File: src/rtl/ic_cpu_bus_bram_bridge_q.sv
// CPU memory bus to single-cycle BRAM bridge with an in-order response queue.
// Define IC_BRIDGE_ADDR_CHECK_EN to enable window checking and error responses.
module ic_cpu_bus_bram_bridge_q #(
  parameter int          DW        = 32,
  parameter int          AW        = 32,
  parameter int          RSP_DEPTH = 2,
  parameter logic [31:0] MAP_BASE  = 32'h0000_0000,
  parameter logic [31:0] MAP_SIZE  = 32'h0001_0000
) (
  input  logic            g_clk,
  input  logic            g_resetn,
  input  logic            enable,
  input  logic            mem_req,
  output logic            mem_gnt,
  input  logic            mem_wen,
  input  logic [DW/8-1:0] mem_strb,
  input  logic [DW-1:0]   mem_wdata,
  input  logic [AW-1:0]   mem_addr,
  output logic            mem_recv,
  input  logic            mem_ack,
  output logic            mem_error,
  output logic [DW-1:0]   mem_rdata,
  output logic            bram_cen,
  output logic [AW-1:0]   bram_addr,
  output logic [DW-1:0]   bram_wdata,
  output logic [DW/8-1:0] bram_wstrb,
  input  logic            bram_stall,
  input  logic [DW-1:0]   bram_rdata
);

  localparam int PW = (RSP_DEPTH > 1) ? $clog2(RSP_DEPTH) : 1;
  localparam int CW = $clog2(RSP_DEPTH + 1);

  if (MAP_SIZE == 32'd0 || (DW % 8) != 0 || RSP_DEPTH < 1 ||
      ({1'b0, MAP_BASE} + {1'b0, MAP_SIZE}) > 33'h1_0000_0000)
  begin : g_param_chk
    $error("ic_cpu_bus_bram_bridge_q: bad parameters");
  end

  logic          p_q;
  logic          pe_q;
  logic [CW-1:0] cnt_q;
  logic [PW-1:0] wptr_q;
  logic [PW-1:0] rptr_q;
  logic [DW-1:0] data_mem [RSP_DEPTH];

  logic          in_window;
  logic          accept;
  logic          buf_nz;
  logic          push;
  logic          pop;
  logic [DW-1:0] byp_data;
  logic [CW:0]   occ;

  function automatic logic [PW-1:0] ptr_inc(input logic [PW-1:0] p);
    return (p == PW'(RSP_DEPTH - 1)) ? '0 : p + 1'b1;
  endfunction

`ifdef IC_BRIDGE_ADDR_CHECK_EN
  logic [AW-1:0] win_off;
  logic          err_mem [RSP_DEPTH];

  assign win_off   = mem_addr - AW'(MAP_BASE);
  assign in_window = win_off < AW'(MAP_SIZE);
  assign mem_error = buf_nz ? err_mem[rptr_q] : (p_q && pe_q);

  always_ff @(posedge g_clk) begin
    if (push) err_mem[wptr_q] <= pe_q;
  end
`else
  assign in_window = 1'b1;
  assign mem_error = 1'b0;
`endif

  // Occupancy counts the in-flight response (P) as well as buffered ones.
  assign occ      = {1'b0, cnt_q} + (CW+1)'(p_q);
  assign mem_gnt  = enable && !bram_stall && (occ < (CW+1)'(RSP_DEPTH));
  assign accept   = mem_req && mem_gnt;
  assign bram_cen = accept && in_window;

  assign bram_addr  = mem_addr;
  assign bram_wdata = mem_wdata;
  assign bram_wstrb = mem_wen ? mem_strb : '0;

  assign buf_nz   = cnt_q != '0;
  assign byp_data = pe_q ? '0 : bram_rdata;
  assign push     = p_q && (buf_nz || !mem_ack);
  assign pop      = buf_nz && mem_ack;

  assign mem_recv  = buf_nz || p_q;
  assign mem_rdata = buf_nz ? data_mem[rptr_q] : (p_q ? byp_data : '0);

  always_ff @(posedge g_clk) begin
    if (!g_resetn) begin
      p_q    <= 1'b0;
      pe_q   <= 1'b0;
      cnt_q  <= '0;
      wptr_q <= '0;
      rptr_q <= '0;
    end else begin
      p_q  <= accept;
      pe_q <= accept && !in_window;
      if (push) wptr_q <= ptr_inc(wptr_q);
      if (pop)  rptr_q <= ptr_inc(rptr_q);
      if (push && !pop)      cnt_q <= cnt_q + 1'b1;
      else if (pop && !push) cnt_q <= cnt_q - 1'b1;
    end
  end

  always_ff @(posedge g_clk) begin
    if (push) data_mem[wptr_q] <= byp_data;
  end

endmodule
File: config.mk
export PLATFORM = sky130hd
export DESIGN_NAME = ic_cpu_bus_bram_bridge_q
export DESIGN_NICKNAME = d
export VERILOG_FILES = /design/src/rtl/ic_cpu_bus_bram_bridge_q.sv
export SDC_FILE = /design/constraint.sdc
export NUM_CORES = 1
export LEC_CHECK = 0
export CORE_UTILIZATION = 35
export CTS_CLUSTER_SIZE = 25
export DETAILED_ROUTE_END_ITERATION = 8
export PLACE_DENSITY = 0.88
export SLEW_MARGIN = 20
export SYNTH_ARGS = -nofsm -noshare
export SYNTH_HDL_FRONTEND = slang
export SYNTH_SLANG_ARGS = --single-unit
File: constraint.sdc
create_clock -name g_clk -period 3.2 [get_ports g_clk]
set_clock_uncertainty 0.05 [all_clocks]
set_input_delay 0.32 -clock g_clk [delete_from_list [all_inputs] [get_ports g_clk]]
set_output_delay 0.32 -clock g_clk [all_outputs]
set_load 0.005 [all_outputs]
==> flow_metrics.env, run 1 <==
export IMPL_status="completed"
export IMPL_dp_cells=419
export IMPL_setup_worst_path_class="reg2out"
export IMPL_final_cell_mix="clkdlybuf4s50_1, edfxtp_1, mux2i_1, nand3_1, o21ai_2"
export IMPL_ctsResizeCount=0
export IMPL_yosysUniqueCellTypes=33
export IMPL_die_y_um=104
export IMPL_dp_hpwl_um=4690
export IMPL_syn_avg_cell_area_um2=13.0
export IMPL_grt_pass1_wl_um=10500
export IMPL_grtUsageTotal_pct=12.7
export IMPL_viasPerCell=4.76
export IMPL_fin_tns_setup_ps=0
export IMPL_wl_per_cell_um=15.4
export IMPL_die_w_um=104
export IMPL_max_slew_margin_pct=42.4
export IMPL_slew_violations=0
export IMPL_final_common_cell="clkdlybuf4s50_1"
export IMPL_cts_buffers=9
export IMPL_htree_num_levels=3
export IMPL_cp_top_family="flip-flops"
export IMPL_max_freq_ghz=0.394
export IMPL_p_comb_share_pct=7.7
export IMPL_fillerInstances=914
export IMPL_pwr_share_clk_pct=38.8
export IMPL_crit_required_ps=2830
export IMPL_start_util_pct=36.6
export IMPL_num_vias=2067
export IMPL_r2r_slack_ps=1060
export IMPL_utilization_pct=43.2
export IMPL_power_per_cell_area_mw_per_mm2=443
export IMPL_power_switching_w=0.000364
export IMPL_worstMarginPinSlew_ps=863
export IMPL_ir_drop_mv=0.177
export IMPL_wirelength_um=6670
export IMPL_cp_end_kind="output pin"
export IMPL_antenna_cells=0
export IMPL_dr_pass1_iters=4
export IMPL_syn_area_mm2=0.00361
export IMPL_cts_sinks=70
export IMPL_syn_nets=385
export IMPL_grt_start_max_net_pins=38
export IMPL_postRouteAntennaNets=0
export IMPL_finalCriticalPeriod_ps=2540
export IMPL_yosysSeqAreaShare_pct=56.6
export IMPL_hold_path_class="in2reg"
export IMPL_clk_latency_ps=330
export IMPL_p_leak_nw=1.34
export IMPL_crit_path_start_kind="flip-flop"
export IMPL_num_io_pins=211
export IMPL_cts_hold_fix_buffers=0
export IMPL_antenna_found_initial=0
export IMPL_die_area_mm2=0.0107
export IMPL_cts_root_buf="clkbuf_8"
export IMPL_netlist_instances=278
export IMPL_syn2layout_area_growth_pct=18.2
export IMPL_fin_cells=434
export IMPL_path_clk_slew_ps=70
export IMPL_drv_cap=0
export IMPL_clock_path_buffers=2
export IMPL_critPathMaxStageDelay_ps=890
export IMPL_cts_tree="done"
export IMPL_drc=0
export IMPL_switching_share_pct=19.3
export IMPL_portBuffers=81
export IMPL_grt_overflow_total=0
export IMPL_row_count=36
export IMPL_rsz0062_at_grt="no"
export IMPL_critPathSlowestCell="dfxtp_1"
export IMPL_arrival_ps=2170
export IMPL_cts_setup_buffers=0
export IMPL_crit_buf_inv=2
export IMPL_synth_seq_cells=70
export IMPL_critPathMaxFanout=21
export IMPL_p_int_w=0.00152
export IMPL_p_seq_share_pct=53.5
export IMPL_core_area_mm2=0.00986
export IMPL_path_cells="buf_12 -> nand3_1 -> o21ai_2 -> clkdlybuf4s50_1"
export IMPL_ys_warn_count=0
export IMPL_grt_pass1_vias=2068
export IMPL_fin_nets=404
export IMPL_post_route_period_util_pct=79.3
export IMPL_gp_congestion=0.684
export IMPL_hold_viol_final=0
export IMPL_first_iter_violations=89
export IMPL_setup_viol=0
export IMPL_drive_above_1_share_pct=15.9
## sequential cells by signal, indices dropped and copies added (netlist names), named ones only
| register | count |
|---|---|
| data_mem | 64 |
| p_q | 1 |
| cnt_q | 2 |
| wptr_q | 1 |
| rptr_q | 1 |
## worst paths after layout
| check | startpoint | endpoint | depth (start not counted) |
|---|---|---|---|
| setup / recovery | p_q | mem_rdata[31] | 4 |
| hold / removal | mem_req | p_q | 2 |
| setup reg to reg | p_q | data_mem[1][14] | 3 |
| hold reg to reg | rptr_q | rptr_q | 2 |
## synthesized netlist by cell type (all sizes together)
library cell	count	area share, %
and3	2	0.35
nor2	2	0.28
nand3	32	4.4
clkbuf	3	0.35
dfxtp	6	3.3
o21ai	34	7.0
and2	7	1.2
a2111oi	1	0.76
conb	1	0.10
nand2b	1	0.17
nand2	1	0.10
a211o	1	0.24
mux2i	32	8.9
and2b	1	0.21
buf	78	17
xnor2	1	0.24
nand4b	1	0.24
nor2b	1	0.17
a21oi	1	0.14
nor3	1	0.28
nor3b	2	0.55
inv	2	0.21
o211ai	1	0.21
edfxtp	64	53
o21a	2	0.42
## logic make-up after synthesis
kind of cell / synth area share [%]
AOI/OAI and AO/OA: 8.78
xor gates and xnor gates: 0.243
muxes: 8.88
buffers and inverters: 17.4
and+or+nand+nor: 8.01
DFF: 56.6
other: 0.104
## area by class of cell
| type | count | area [um2] | share of cell area, % |
|---|---|---|---|
| clock buffer | 10 | 128 | 2.99 |
| clock inverter | 5 | 75.1 | 1.76 |
| inverter | 2 | 7.51 | 0.176 |
| multi-input combinational | 125 | 961 | 22.5 |
| sequential | 70 | 2040 | 47.9 |
| tap | 133 | 166 | 3.90 |
| timing repair buffer | 89 | 883 | 20.7 |
## worst reg2reg max path, delay by kind of cell, from the launching register on
family                 cells  cell delay (ps)
buffers and inverters      2              620
flip-flops                 1              890
AND/OR/NAND/NOR            1              260
## per-layer routing
layer / vias to the layer above / GRT usage, % / part of all wire (%)
met2: 69 / 21.0 / 50
met4: 0 / 7.45 / 3.0
li1: 983 / - / -
met3: 41 / 4.03 / 6.3
met5: - / 0 / 0
met1: 974 / 14.3 / 41
## power groups by stage
| stage | clock network [W] | registers, W | logic, W |
|---|---|---|---|
| floorplan | 0 | 0.00103 | 0.000114 |
| global placement | 0 | 0.00103 | 0.000141 |
| detailed placement | 0 | 0.00103 | 0.000147 |
| CTS | 0.000755 | 0.00101 | 0.000148 |
| global route | 0.000797 | 0.00101 | 0.000157 |
| finish | 0.000732 | 0.00101 | 0.000146 |
## per-stage QoR
stage	instance area, um2	power, W	hold WS [ps]	setup slack [ps]
floorplan	3610	0.00114	369	823
detailed placement	4060	0.00118	548	971
global placement	4060	0.00117	523	1010
global route	4260	0.00196	540	514
finish	4260	0.00189	537	661
CTS	4260	0.00191	522	599
Note: power is estimated with default switching activity, not from simulation.
==> run 2, diff against run 1 <==
Settings changed: CORE_UTILIZATION 35 to 38, PLACE_DENSITY 0.88 to 0.91.
Clock period 3.2 ns to 2.65 ns, I/O delays scaled along.
==> flow_metrics.env, run 2 (synthesized netlist as in run 1, its figures left out) <==
export IMPL_status="completed"
export IMPL_critPathLaunch="cnt_q[1]"
export IMPL_viasPerCell=4.95
export IMPL_power_switching_w=0.000447
export IMPL_drive_above_1_share_pct=16.9
export IMPL_grtUsageTotal_pct=13.1
export IMPL_post_route_period_util_pct=89.0
export IMPL_cp_end_kind="output pin"
export IMPL_postRouteAntennaNets=0
export IMPL_syn2layout_area_growth_pct=17.2
export IMPL_num_vias=2045
export IMPL_path_cells="nor2_4 -> buf_6 -> nand3_1 -> o21ai_2 -> clkdlybuf4s50_1"
export IMPL_gp_congestion=0.671
export IMPL_antenna_found_initial=0
export IMPL_arrival_ps=2040
export IMPL_switching_share_pct=20.3
export IMPL_htree_num_levels=3
export IMPL_wl_per_cell_um=14.9
export IMPL_grt_pass1_wl_um=9760
export IMPL_setup_worst_path_class="reg2out"
export IMPL_clock_path_buffers=2
export IMPL_reg2reg_depth=3
export IMPL_largest_register_ffs=64
export IMPL_p_comb_share_pct=8.1
export IMPL_max_freq_ghz=0.424
export IMPL_drc=0
export IMPL_cts_sinks=70
export IMPL_final_common_cell="clkdlybuf4s50_1"
export IMPL_regArea_mm2=0.00204
export IMPL_hold_path_depth=0
export IMPL_portBuffers=81
export IMPL_num_io_pins=211
export IMPL_critPathSlowestCell="clkdlybuf4s50_1"
export IMPL_setup_viol=0
export IMPL_final_cell_mix="clkdlybuf4s50_1, edfxtp_1, mux2i_1, nand3_1, o21ai_2"
export IMPL_pwr_share_clk_pct=36.5
export IMPL_grt_start_max_net_pins=40
export IMPL_slew_violations=0
export IMPL_largestRegisters="data_mem x64, cnt_q x2"
export IMPL_finalCriticalPeriod_ps=2360
export IMPL_cts_tree="done"
export IMPL_cts_buffers=9
export IMPL_crit_required_ps=2340
export IMPL_die_area_mm2=0.00989
export IMPL_fin_nets=404
export IMPL_final_cell_area_mm2=0.00423
export IMPL_fillerInstances=829
export IMPL_first_iter_violations=68
export IMPL_die_w_um=99.4
export IMPL_cts_setup_buffers=0
export IMPL_regToRegEndpoint="data_mem[0][19]"
export IMPL_ctsResizeCount=0
export IMPL_critPathMaxFanout=39
export IMPL_fin_tns_setup_ps=0
export IMPL_critPathMaxStageDelay_ps=520
export IMPL_grt_overflow_total=0
export IMPL_rr_startpoint="cnt_q[1]"
export IMPL_path_clk_slew_ps=70
export IMPL_power_per_cell_area_mw_per_mm2=519
export IMPL_p_int_w=0.00175
export IMPL_antenna_cells=0
export IMPL_dpl_cell_area_mm2=0.00403
export IMPL_wirelength_um=6140
export IMPL_die_y_um=99.4
export IMPL_clk_latency_ps=330
export IMPL_grt_pass1_vias=2036
export IMPL_endpoint="mem_rdata[20]"
export IMPL_p_leak_nw=1.34
export IMPL_dr_pass1_iters=4
export IMPL_cts_root_buf="clkbuf_8"
export IMPL_crit_path_start_kind="flip-flop"
export IMPL_row_count=35
export IMPL_ir_drop_mv=0.201
export IMPL_core_area_mm2=0.00920
export IMPL_rsz0062_at_grt="no"
export IMPL_regMostFlops="data_mem"
export IMPL_hold_viol_final=0
export IMPL_dp_hpwl_um=4420
export IMPL_multi_input_area_um2=961
export IMPL_p_seq_share_pct=55.4
export IMPL_start_util_pct=39.2
export IMPL_r2r_slack_ps=730
export IMPL_drv_cap=0
export IMPL_cts_hold_fix_buffers=0
export IMPL_hold_path_class="in2out"
-- run 2: cell types whose count changed in the layout (fill, tap and decap cells not counted) --
cell | previous run | this run
clkinv_2 | 0 | 3
buf_4 | 7 | 6
buf_6 | 0 | 1
bufinv_16 | 2 | 1
clkbuf_1 | 1 | 0
clkinv_1 | 2 | 1
clkinv_4 | 0 | 1
-- run 2: power groups by stage --
stage	sequential (W)	combinational (W)	clock, W
floorplan	0.00124	0.000138	0
global placement	0.00124	0.000174	0
detailed placement	0.00124	0.000179	0
CTS	0.00122	0.000180	0.000829
global route	0.00122	0.000193	0.000873
finish	0.00122	0.000178	0.000801
-- run 2: area by class of cell --
cell class / instances / area share [%]
sequential: 70 / 48.3
multi-input combinational: 125 / 22.7
timing repair buffer: 89 / 21.0
tap: 111 / 3.29
clock buffer: 9 / 2.93
clock inverter: 7 / 1.54
inverter: 2 / 0.178
-- run 2: how the worst min path moves through the flow --
stage                        from             end  slack, ps
floorplan           bram_rdata[0]  data_mem[0][0]        310
global placement     mem_addr[13]   bram_addr[13]        480
detailed placement   mem_addr[13]   bram_addr[13]        480
CTS                       mem_req             p_q        460
global route              mem_req             p_q        470
finish                mem_addr[0]    bram_addr[0]        480
-- run 2: metrics by stage --
step | worst slack (ps) | hold slack, ps | total power [W] | instances | util, %
after global routing | 134 | 472 | 0.00228 | 413 | 46.0
after detailed placement | 432 | 480 | 0.00142 | 397 | 43.9
after floorplan | 273 | 314 | 0.00138 | 278 | -
after global placement | 502 | 480 | 0.00141 | 397 | 43.9
final | 291 | 480 | 0.00219 | 413 | 46.0
after CTS | 138 | 461 | 0.00223 | 413 | 45.9
-- run 2: routing by layer --
layer | vias to the layer above | share of wire, % | track usage (%)
li1 | 983 | - | -
met1 | 955 | 40 | 14.6
met2 | 93 | 51 | 22.4
met3 | 14 | 8.1 | 5.06
met4 | 0 | 1.2 | 5.32
met5 | - | 0 | 0
-- run 2: critical path: cells and delay by family (launching register included) --
family / cells / cell delay [ps]
buffers and inverters: 2 / 840
DFF: 1 / 440
and+or+nand+nor: 2 / 320
AOI/OAI and AO/OA: 1 / 80
==> run 3, diff against run 2 <==
Settings changed: CORE_ASPECT_RATIO set to 1.5, CTS_CLUSTER_DIAMETER set to 120.
==> flow_metrics.env, run 3 (synthesized netlist as in run 1, its figures left out) <==
export IMPL_regToRegEndpoint="data_mem[0][10]"
export IMPL_worstMarginPinSlew_ps=787
export IMPL_cts_buffers=9
export IMPL_die_y_um=121
export IMPL_drc=0
export IMPL_dr_pass1_iters=4
export IMPL_wl_per_cell_um=16.8
export IMPL_wirelength_um=6950
export IMPL_htree_num_levels=3
export IMPL_ctsResizeCount=0
export IMPL_postRouteAntennaNets=0
export IMPL_p_leak_nw=1.39
export IMPL_p_int_w=0.00214
export IMPL_regMostFlops="data_mem"
export IMPL_grt_pass1_wl_um=10600
export IMPL_drive_above_1_share_pct=17.2
export IMPL_rsz0062_at_grt="no"
export IMPL_viasPerCell=5.12
export IMPL_final_common_cell="clkdlybuf4s50_1"
export IMPL_syn2layout_area_growth_pct=20.4
export IMPL_row_count=43
export IMPL_cp_end_kind="output pin"
export IMPL_num_io_pins=211
export IMPL_fin_nets=405
export IMPL_first_iter_violations=63
export IMPL_die_area_mm2=0.00989
export IMPL_setup_viol=0
export IMPL_dp_slack_ps=186
export IMPL_die_w_um=81.6
export IMPL_largestRegisters="data_mem x64, cnt_q x2"
export IMPL_crit_path_start_kind="flip-flop"
export IMPL_cts_hold_fix_buffers=0
export IMPL_hp_start="mem_addr[15]"
export IMPL_post_route_period_util_pct=89.3
export IMPL_grt_pass1_vias=2219
export IMPL_rr_startpoint="cnt_q[1]"
export IMPL_arrival_ps=2050
export IMPL_largest_register_ffs=64
export IMPL_fin_tns_setup_ps=0
export IMPL_power_per_cell_area_mw_per_mm2=606
export IMPL_switching_share_pct=18.8
export IMPL_crit_required_ps=2340
export IMPL_r2r_slack_ps=540
export IMPL_path_clk_slew_ps=50
export IMPL_slew_violations=0
export IMPL_final_cell_mix="clkdlybuf4s50_1, edfxtp_1, mux2i_1, nand3_1, o21ai_2"
export IMPL_fillerInstances=820
export IMPL_portBuffers=81
export IMPL_fin_ws_ps=284
export IMPL_hold_path_class="in2out"
export IMPL_antenna_found_initial=0
export IMPL_cts_sinks=70
export IMPL_hold_viol_final=0
export IMPL_critPathMaxFanout=36
export IMPL_cts_setup_buffers=0
export IMPL_dp_hpwl_um=4990
export IMPL_power_w=0.00263
export IMPL_fin_cells=414
export IMPL_grt_overflow_total=0
export IMPL_max_slew_margin_pct=47.4
export IMPL_drv_cap=0
export IMPL_max_freq_ghz=0.423
export IMPL_pwr_share_clk_pct=46.9
export IMPL_p_seq_share_pct=46.2
export IMPL_ir_drop_mv=0.353
export IMPL_cts_tree="done"
export IMPL_grt_start_max_net_pins=37
export IMPL_cts_root_buf="clkbuf_16"
export IMPL_antenna_cells=0
export IMPL_hold_path_depth=0
export IMPL_status="completed"
export IMPL_num_vias=2118
export IMPL_gp_congestion=0.715
export IMPL_power_switching_w=0.000495
export IMPL_setup_worst_path_class="reg2out"
export IMPL_reg2reg_depth=3
export IMPL_grtUsageTotal_pct=15.0
export IMPL_start_util_pct=39.0
export IMPL_finalCriticalPeriod_ps=2370
export IMPL_p_comb_share_pct=6.9
export IMPL_clk_latency_ps=320
export IMPL_holdPathEnd="bram_addr[15]"
export IMPL_core_area_mm2=0.00925
export IMPL_dp_cells=399
export IMPL_clock_path_buffers=2
-- run 3: critical path, cell delays in order (launching register included) --
cell,delay (ps)
dfxtp_1,410
nor2_4,160
buf_4,350
nand3_1,110
o21ai_0,120
clkdlybuf4s50_1,550
-- run 3: routing by layer --
layer / up-vias / wire, um / GRT usage, %
met2: 87 / 3810 / 25.7
li1: 988 / - / -
met5: - / 0 / 0
met3: 52 / 478 / 4.14
met1: 991 / 2270 / 14.2
met4: 0 / 397 / 12.9
-- run 3: power by group through the flow --
stage | clock (W) | combinational, W | sequential, W
after detailed placement | 0 | 0.000182 | 0.00124
final | 0.00123 | 0.000180 | 0.00122
after CTS | 0.00126 | 0.000183 | 0.00122
after global routing | 0.00131 | 0.000194 | 0.00122
after floorplan | 0 | 0.000138 | 0.00124
after global placement | 0 | 0.000177 | 0.00124
-- run 3: how the worst max path moves through the flow --
stage / start / endpoint / depth (start not counted)
after global routing: cnt_q[1] / mem_rdata[4] / 5
final: cnt_q[1] / mem_rdata[3] / 5
after detailed placement: mem_ack / data_mem[0][8] / 4
after CTS: cnt_q[1] / mem_rdata[30] / 5
after global placement: mem_ack / data_mem[0][6] / 4
after floorplan: cnt_q[0] / data_mem[1][0] / 2
-- run 3: metrics by stage --
step	area (um2)	hold slack [ps]	utilization, %
2_1_floorplan	3610	314	-
3_3_place_gp	4030	480	43.6
3_5_place_dp	4030	480	43.6
4_1_cts	4340	475	46.9
5_1_grt	4340	480	46.9
6_report	4340	480	46.9
-- run 3: area by class of cell --
type	count	area (um2)	area share, %
Inverter	2	7.51	0.173
Clock buffer	9	225	5.19
Multi-Input combinational cell	125	961	22.1
Timing Repair Buffer	90	878	20.2
Tap cell	112	140	3.23
Sequential cell	70	2040	47.0
Clock inverter	6	87.6	2.02
